File: src/rtl/bram_arb_pkg.sv
// Shared types and default widths for the bram_sp two-master arbiter.
// Optional statistics counters are enabled with BRAM_ARB_STATS_EN.
package bram_arb_pkg;

    localparam int unsigned DATA_WIDTH_DEF = 72;
    localparam int unsigned ADDR_WIDTH_DEF = 10;
    localparam int unsigned STAT_WIDTH_DEF = 16;

    typedef enum logic {
        PORT_A = 1'b0,
        PORT_B = 1'b1
    } port_id_t;

    typedef struct packed {
        logic                      wr;
        logic [ADDR_WIDTH_DEF-1:0] addr;
        logic [DATA_WIDTH_DEF-1:0] wdata;
    } req_t;

    function automatic port_id_t other_port(input port_id_t p);
        return (p == PORT_A) ? PORT_B : PORT_A;
    endfunction

endpackage

File: src/rtl/rr_arbiter2.sv
// Two-input round-robin arbiter. Grants are combinational on the valids and
// the last-granted port; the last-grant register advances on every grant.
module rr_arbiter2
    import bram_arb_pkg::*;
(
    input  logic clk,
    input  logic reset_n,
    input  logic i_valid_a,
    input  logic i_valid_b,
    output logic o_grant_a,
    output logic o_grant_b
);

    port_id_t r_last_grant;
    port_id_t w_pref;

    // Grant the sole requester, or the port that did not win last time.
    always_comb begin
        w_pref    = other_port(r_last_grant);
        o_grant_a = i_valid_a && (!i_valid_b || (w_pref == PORT_A));
        o_grant_b = i_valid_b && !o_grant_a;
    end

    // Remember the winner; reset to B so that A wins the first contention.
    always_ff @(posedge clk or negedge reset_n) begin
        if (!reset_n) begin
            r_last_grant <= PORT_B;
        end else if (o_grant_a) begin
            r_last_grant <= PORT_A;
        end else if (o_grant_b) begin
            r_last_grant <= PORT_B;
        end
    end

endmodule

File: src/rtl/bram_sp_arbiter.sv
// Two-master valid/ready front end for a single-port block RAM (bram_sp).
// Round-robin grant drives the RAM port combinationally; read data returns
// one cycle later tagged to the granting master.
// Optional: define BRAM_ARB_STATS_EN for saturating grant/conflict counters.
module bram_sp_arbiter
    import bram_arb_pkg::*;
#(
    parameter int unsigned DATA_WIDTH = DATA_WIDTH_DEF,
    parameter int unsigned ADDR_WIDTH = ADDR_WIDTH_DEF
`ifdef BRAM_ARB_STATS_EN
   ,parameter int unsigned STAT_WIDTH = STAT_WIDTH_DEF
`endif
) (
    input  logic                  clk,
    input  logic                  reset_n,
    input  logic                  a_req_valid,
    output logic                  a_req_ready,
    input  logic                  a_req_wr,
    input  logic [ADDR_WIDTH-1:0] a_req_addr,
    input  logic [DATA_WIDTH-1:0] a_req_wdata,
    output logic                  a_rsp_valid,
    output logic [DATA_WIDTH-1:0] a_rsp_rdata,
    input  logic                  b_req_valid,
    output logic                  b_req_ready,
    input  logic                  b_req_wr,
    input  logic [ADDR_WIDTH-1:0] b_req_addr,
    input  logic [DATA_WIDTH-1:0] b_req_wdata,
    output logic                  b_rsp_valid,
    output logic [DATA_WIDTH-1:0] b_rsp_rdata,
    output logic                  ram_wr,
    output logic [ADDR_WIDTH-1:0] ram_addr,
    output logic [DATA_WIDTH-1:0] ram_din,
    input  logic [DATA_WIDTH-1:0] ram_dout
`ifdef BRAM_ARB_STATS_EN
   ,output logic [STAT_WIDTH-1:0] stat_grants_a,
    output logic [STAT_WIDTH-1:0] stat_grants_b,
    output logic [STAT_WIDTH-1:0] stat_conflicts
`endif
);

    logic     w_grant_a;
    logic     w_grant_b;
    logic     r_rd_pend;
    port_id_t r_rd_tag;

    rr_arbiter2 u_arb (
        .clk       (clk),
        .reset_n   (reset_n),
        .i_valid_a (a_req_valid),
        .i_valid_b (b_req_valid),
        .o_grant_a (w_grant_a),
        .o_grant_b (w_grant_b)
    );

    assign a_req_ready = w_grant_a;
    assign b_req_ready = w_grant_b;

    // RAM port mux: granted master drives it; idle defaults to A with write held off.
    always_comb begin
        ram_wr   = 1'b0;
        ram_addr = a_req_addr;
        ram_din  = a_req_wdata;
        if (w_grant_a) begin
            ram_wr = a_req_wr;
        end else if (w_grant_b) begin
            ram_wr   = b_req_wr;
            ram_addr = b_req_addr;
            ram_din  = b_req_wdata;
        end
    end

    // Pending-read tag: a granted read produces a one-cycle response next cycle.
    always_ff @(posedge clk or negedge reset_n) begin
        if (!reset_n) begin
            r_rd_pend <= 1'b0;
            r_rd_tag  <= PORT_A;
        end else begin
            r_rd_pend <= (w_grant_a && !a_req_wr) || (w_grant_b && !b_req_wr);
            r_rd_tag  <= w_grant_b ? PORT_B : PORT_A;
        end
    end

    assign a_rsp_valid = r_rd_pend && (r_rd_tag == PORT_A);
    assign b_rsp_valid = r_rd_pend && (r_rd_tag == PORT_B);
    assign a_rsp_rdata = ram_dout;
    assign b_rsp_rdata = ram_dout;

`ifdef BRAM_ARB_STATS_EN
    logic [STAT_WIDTH-1:0] r_stat_ga;
    logic [STAT_WIDTH-1:0] r_stat_gb;
    logic [STAT_WIDTH-1:0] r_stat_cf;

    // Saturating counters: per-port transfers and cycles with both valids high.
    always_ff @(posedge clk or negedge reset_n) begin
        if (!reset_n) begin
            r_stat_ga <= '0;
            r_stat_gb <= '0;
            r_stat_cf <= '0;
        end else begin
            if (w_grant_a && (r_stat_ga != '1)) r_stat_ga <= r_stat_ga + STAT_WIDTH'(1);
            if (w_grant_b && (r_stat_gb != '1)) r_stat_gb <= r_stat_gb + STAT_WIDTH'(1);
            if (a_req_valid && b_req_valid && (r_stat_cf != '1))
                r_stat_cf <= r_stat_cf + STAT_WIDTH'(1);
        end
    end

    assign stat_grants_a  = r_stat_ga;
    assign stat_grants_b  = r_stat_gb;
    assign stat_conflicts = r_stat_cf;
`endif

endmodule
File: config.mk
export PLATFORM = sky130hd
export DESIGN_NAME = bram_sp_arbiter
export DESIGN_NICKNAME = d
export VERILOG_FILES = /design/src/rtl/bram_arb_pkg.sv /design/src/rtl/rr_arbiter2.sv /design/src/rtl/bram_sp_arbiter.sv
export SDC_FILE = /design/constraint.sdc
export NUM_CORES = 1
export LEC_CHECK = 0
export BUFFER_PORTS_ARGS = -buffer_cell sky130_fd_sc_hd__buf_2
export CORE_AREA = 2 2 182 184
export CTS_BUF_LIST = sky130_fd_sc_hd__clkbuf_4 sky130_fd_sc_hd__clkbuf_8 sky130_fd_sc_hd__clkbuf_16
export CTS_CLUSTER_DIAMETER = 200
export CTS_CLUSTER_SIZE = 12
export DETAILED_ROUTE_END_ITERATION = 6
export DIE_AREA = 0 0 184 186
export SLEW_MARGIN = 20
export SYNTH_ARGS = -nofsm -noshare
export SYNTH_HDL_FRONTEND = slang
export SYNTH_SLANG_ARGS = --single-unit
File: constraint.sdc
create_clock -name clk -period 2.1 [get_ports clk]
set_input_delay 0.21 -clock clk [delete_from_list [all_inputs] [get_ports clk]]
set_output_delay 0.21 -clock clk [all_outputs]
set_load 0.02 [all_outputs]
==> impl_summary.log <==
[metrics] Placement Cell Area: 3140 µm²
[metrics] Final HPWL DP: 9600 µm
[metrics] source-to-sink clock delay at the later pin of the worst-skew pair: 0.22 ns
[metrics] class of the tightest hold or removal check: input port to flip-flop
[metrics] Fin Clk Skew: 0.00194 ns
[metrics] Mapped Nets: 491
[metrics] Setup Slack @ Placement: 0.362 ns
[metrics] count of pins over their slew limit: 0
[metrics] number of post-CTS setup repair buffers: 0
[metrics] floorplan die area: 34200 µm²
[metrics] Max-Cap Viols: 0
[metrics] result of the run: complete, no violations
[metrics] width of the die: 184 µm
[metrics] placed instance count: about 770
[metrics] number of different library cells in the post-synthesis netlist: 14
[metrics] clock root buffer: sky130_fd_sc_hd__clkbuf_16
[metrics] warnings from Yosys: 0
[metrics] Die Span Y: 186 µm
[metrics] cell accounting for the most synthesized area: sky130_fd_sc_hd__buf_4
[metrics] total routing usage reported by global routing: 5.18%
[metrics] clock transition at the registers of the reported paths: 0.03 ns
[metrics] clock tree from TritonCTS: built
[metrics] number of core rows: 66
[metrics] total via count after detailed routing: 2168
[metrics] post-cts resize count: 0
[metrics] worst max-slew margin expressed relative to the limit: 80.4%
[metrics] number of synthesized flops with an enable pin: 0
[metrics] number of standard cells in the layout, taps in and fillers out: a little under 800
[metrics] first-pass GRT wire length: 12400 µm
[metrics] footprint of the multi-input gates: between 1000 and 1500 µm²
[metrics] H-tree depth reported by CTS: 1
[metrics] Final Hold Violating Endpoints: 0
[metrics] maximum number of pins on one net before global-route repair: 22
[metrics] fraction of layout instances using a drive strength above 1: 96.4%
[metrics] number of buffers added on ports: around 260
[metrics] via/cell ratio: between 2 and 3
[metrics] actual transition at the worst max-transition pin: 0.294 ns
[metrics] worst-case vdd ir drop: 0.216 mV
[metrics] Total Nets Final: 608
[metrics] top fanout value on the critical path: 20
[metrics] DRC violation count after routing: 0
[metrics] average routed wire per standard cell: 13.8 µm
[metrics] required time of the critical path: 1.89 ns
[metrics] count leader, synth: sky130_fd_sc_hd__buf_4
[metrics] number of global-route vias before repair: 2034
[metrics] Most used DFF post-synth: sky130_fd_sc_hd__dfrtp_1
[metrics] maximum clock frequency: 512 MHz
[metrics] Pleak: between 1.5 and 2 nW
[metrics] # hold bufs at CTS: 1
[metrics] area growth from synthesis to final layout: 34.0%
[metrics] number of nets still failing antenna checks after routing: 0
[metrics] Floorplan Core Area: 32200 µm²
[metrics] Syn Inst Count: 249
[metrics] post-layout worst setup margin: between 0.1 and 0.15 ns
[metrics] sequential-to-total area share from yosys stat: 3.15%
[metrics] area occupied by registers: approximately 76 µm²
[metrics] CP Class: flip-flop to output pin
[metrics] clock sink count: 3
[metrics] worst hold slack: 0.255 ns
[metrics] total overflow reported by the global router: 0
[metrics] area fraction of the dominant cell type after synthesis: around 45%
[metrics] total iterations of the first detailed-routing run: 4
[metrics] post-synthesis register bit count: 3
[metrics] Tmin final: between 1.5 and 2 ns
[metrics] Final GP Congestion: 0.673
[metrics] TritonCTS buffer count: 3
[metrics] Finished Cell Area: 3250 µm²
[metrics] total setup violations reported at the end of the flow: 0
[metrics] summed negative setup slack over all endpoints: 0 ns
[metrics] filler cell count in the final layout: 3720
[metrics] setup repair after global routing missed its margin: no
[metrics] initial antenna violation count: 4
[metrics] netlist area before placement: 2420 µm²
[metrics] mean area per synthesized cell: 9.73 µm²
[metrics] Initial Util: 7.53%
[metrics] Final Util: 10.1%
[metrics] type of element capturing the critical path: output pin
[metrics] proportion of register bits with asynchronous set or reset after synthesis: 100%
[metrics] first-iteration detailed-routing DRC count: 57
[metrics] maximum buffer depth of the clock tree: 2
[metrics] critical path startpoint category: flip-flop
[metrics] largest cells by area after synthesis: sky130_fd_sc_hd__buf_4 45%, sky130_fd_sc_hd__mux2_4 31%, sky130_fd_sc_hd__mux2_2 15%
[metrics] PwrDens: 397 nW/µm²
[metrics] leading cell types by count after synthesis: 144 x sky130_fd_sc_hd__buf_4, 50 x sky130_fd_sc_hd__mux2_4, 32 x sky130_fd_sc_hd__mux2_2
[metrics] sum of internal, switching and leakage power: ~1.3 mW
[metrics] final critical-path share of the clock period: between 90% and 100%
[metrics] I/O pin total: 473
[metrics] arrival time reported for the critical path endpoint: ~1.7 ns
[metrics] total wire length after detailed routing: approximately 11000 µm
## critical path, cell delays in order, from the launching register on
cell                       delay (ns)
sky130_fd_sc_hd__dfstp_2         0.38
sky130_fd_sc_hd__a21boi_4        0.18
sky130_fd_sc_hd__buf_12          0.20
sky130_fd_sc_hd__buf_4           0.20
sky130_fd_sc_hd__mux2_2          0.38
sky130_fd_sc_hd__buf_2           0.17
## power by group
group	switching (mW)	total, mW	internal, mW
clock network	0.0476	0.311	0.263
registers	0.00503	0.0720	0.0670
logic	0.452	0.906	0.454
total	0.505	1.29	0.784
## cells in the final DEF, fill, tap and decap left out
| master | n |
|---|---|
| sky130_fd_sc_hd__a21boi_4 | 1 |
| sky130_fd_sc_hd__o21ai_0 | 1 |
| sky130_fd_sc_hd__and2_1 | 2 |
| sky130_fd_sc_hd__clkbuf_4 | 1 |
| sky130_fd_sc_hd__nand2b_1 | 1 |
| sky130_fd_sc_hd__dfstp_2 | 1 |
| sky130_fd_sc_hd__inv_1 | 3 |
| sky130_fd_sc_hd__buf_12 | 2 |
| sky130_fd_sc_hd__buf_4 | 6 |
| sky130_fd_sc_hd__mux2_4 | 50 |
| sky130_fd_sc_hd__buf_2 | 256 |
| sky130_fd_sc_hd__clkbuf_16 | 3 |
| sky130_fd_sc_hd__dfrtp_1 | 2 |
| sky130_fd_sc_hd__mux2_2 | 32 |
| sky130_fd_sc_hd__dlygate4sd3_1 | 1 |
| sky130_fd_sc_hd__a32o_1 | 2 |
| sky130_fd_sc_hd__diode_2 | 4 |
| sky130_fd_sc_hd__nor2b_1 | 1 |
## per-layer routing
metal / part of all wire [%] / GRT usage, % / vias up
met4: 3.0 / 2.50 / 2
li1: - / - / 918
met2: 41 / 7.46 / 335
met5: 0.53 / 1.78 / -
met1: 32 / 4.70 / 897
met3: 23 / 5.11 / 16
## cell families (layout without fill, tap and decap cells)
logic type / Yosys count / count (layout) / synth area share (%)
buffers and inverters: 156 / 272 / 48.5
muxes: 82 / 82 / 45.8
AOI/OAI and AO/OA: 4 / 4 / 1.50
and+or+nand+nor: 4 / 4 / 1.03
DFF: 3 / 3 / 3.15
other: 0 / 4 / 0
## final cells by class
cell class	count	share of cell area, %
multi-input combinational	90	36.3
inverter	3	0.347
sequential	3	2.35
clock buffer	4	2.54
tap	408	15.7
antenna	4	0.308
timing repair buffer	265	42.4
## path summary, 6_finish.rpt
| path | start | end | slack (ns) | cells past startpoint |
|---|---|---|---|---|
| max | u_arb.r_last_grant | ram_addr[2] | 0.15 | 5 |
| min | a_req_valid | u_arb.r_last_grant | 0.26 | 2 |
| max reg2reg | u_arb.r_last_grant | r_rd_pend | 0.96 | 3 |
| min reg2reg | u_arb.r_last_grant | u_arb.r_last_grant | 0.51 | 2 |
| max in group asynchronous | reset_n | u_arb.r_last_grant | 1.57 | 2 |
| min in group asynchronous | reset_n | r_rd_tag | 0.34 | 2 |
## state kept, by name, indices dropped and copies added (netlist names)
register / cells
u_arb.r_last_grant: 1
r_rd_tag: 1
r_rd_pend: 1
Power figures use the tool's default switching activity.
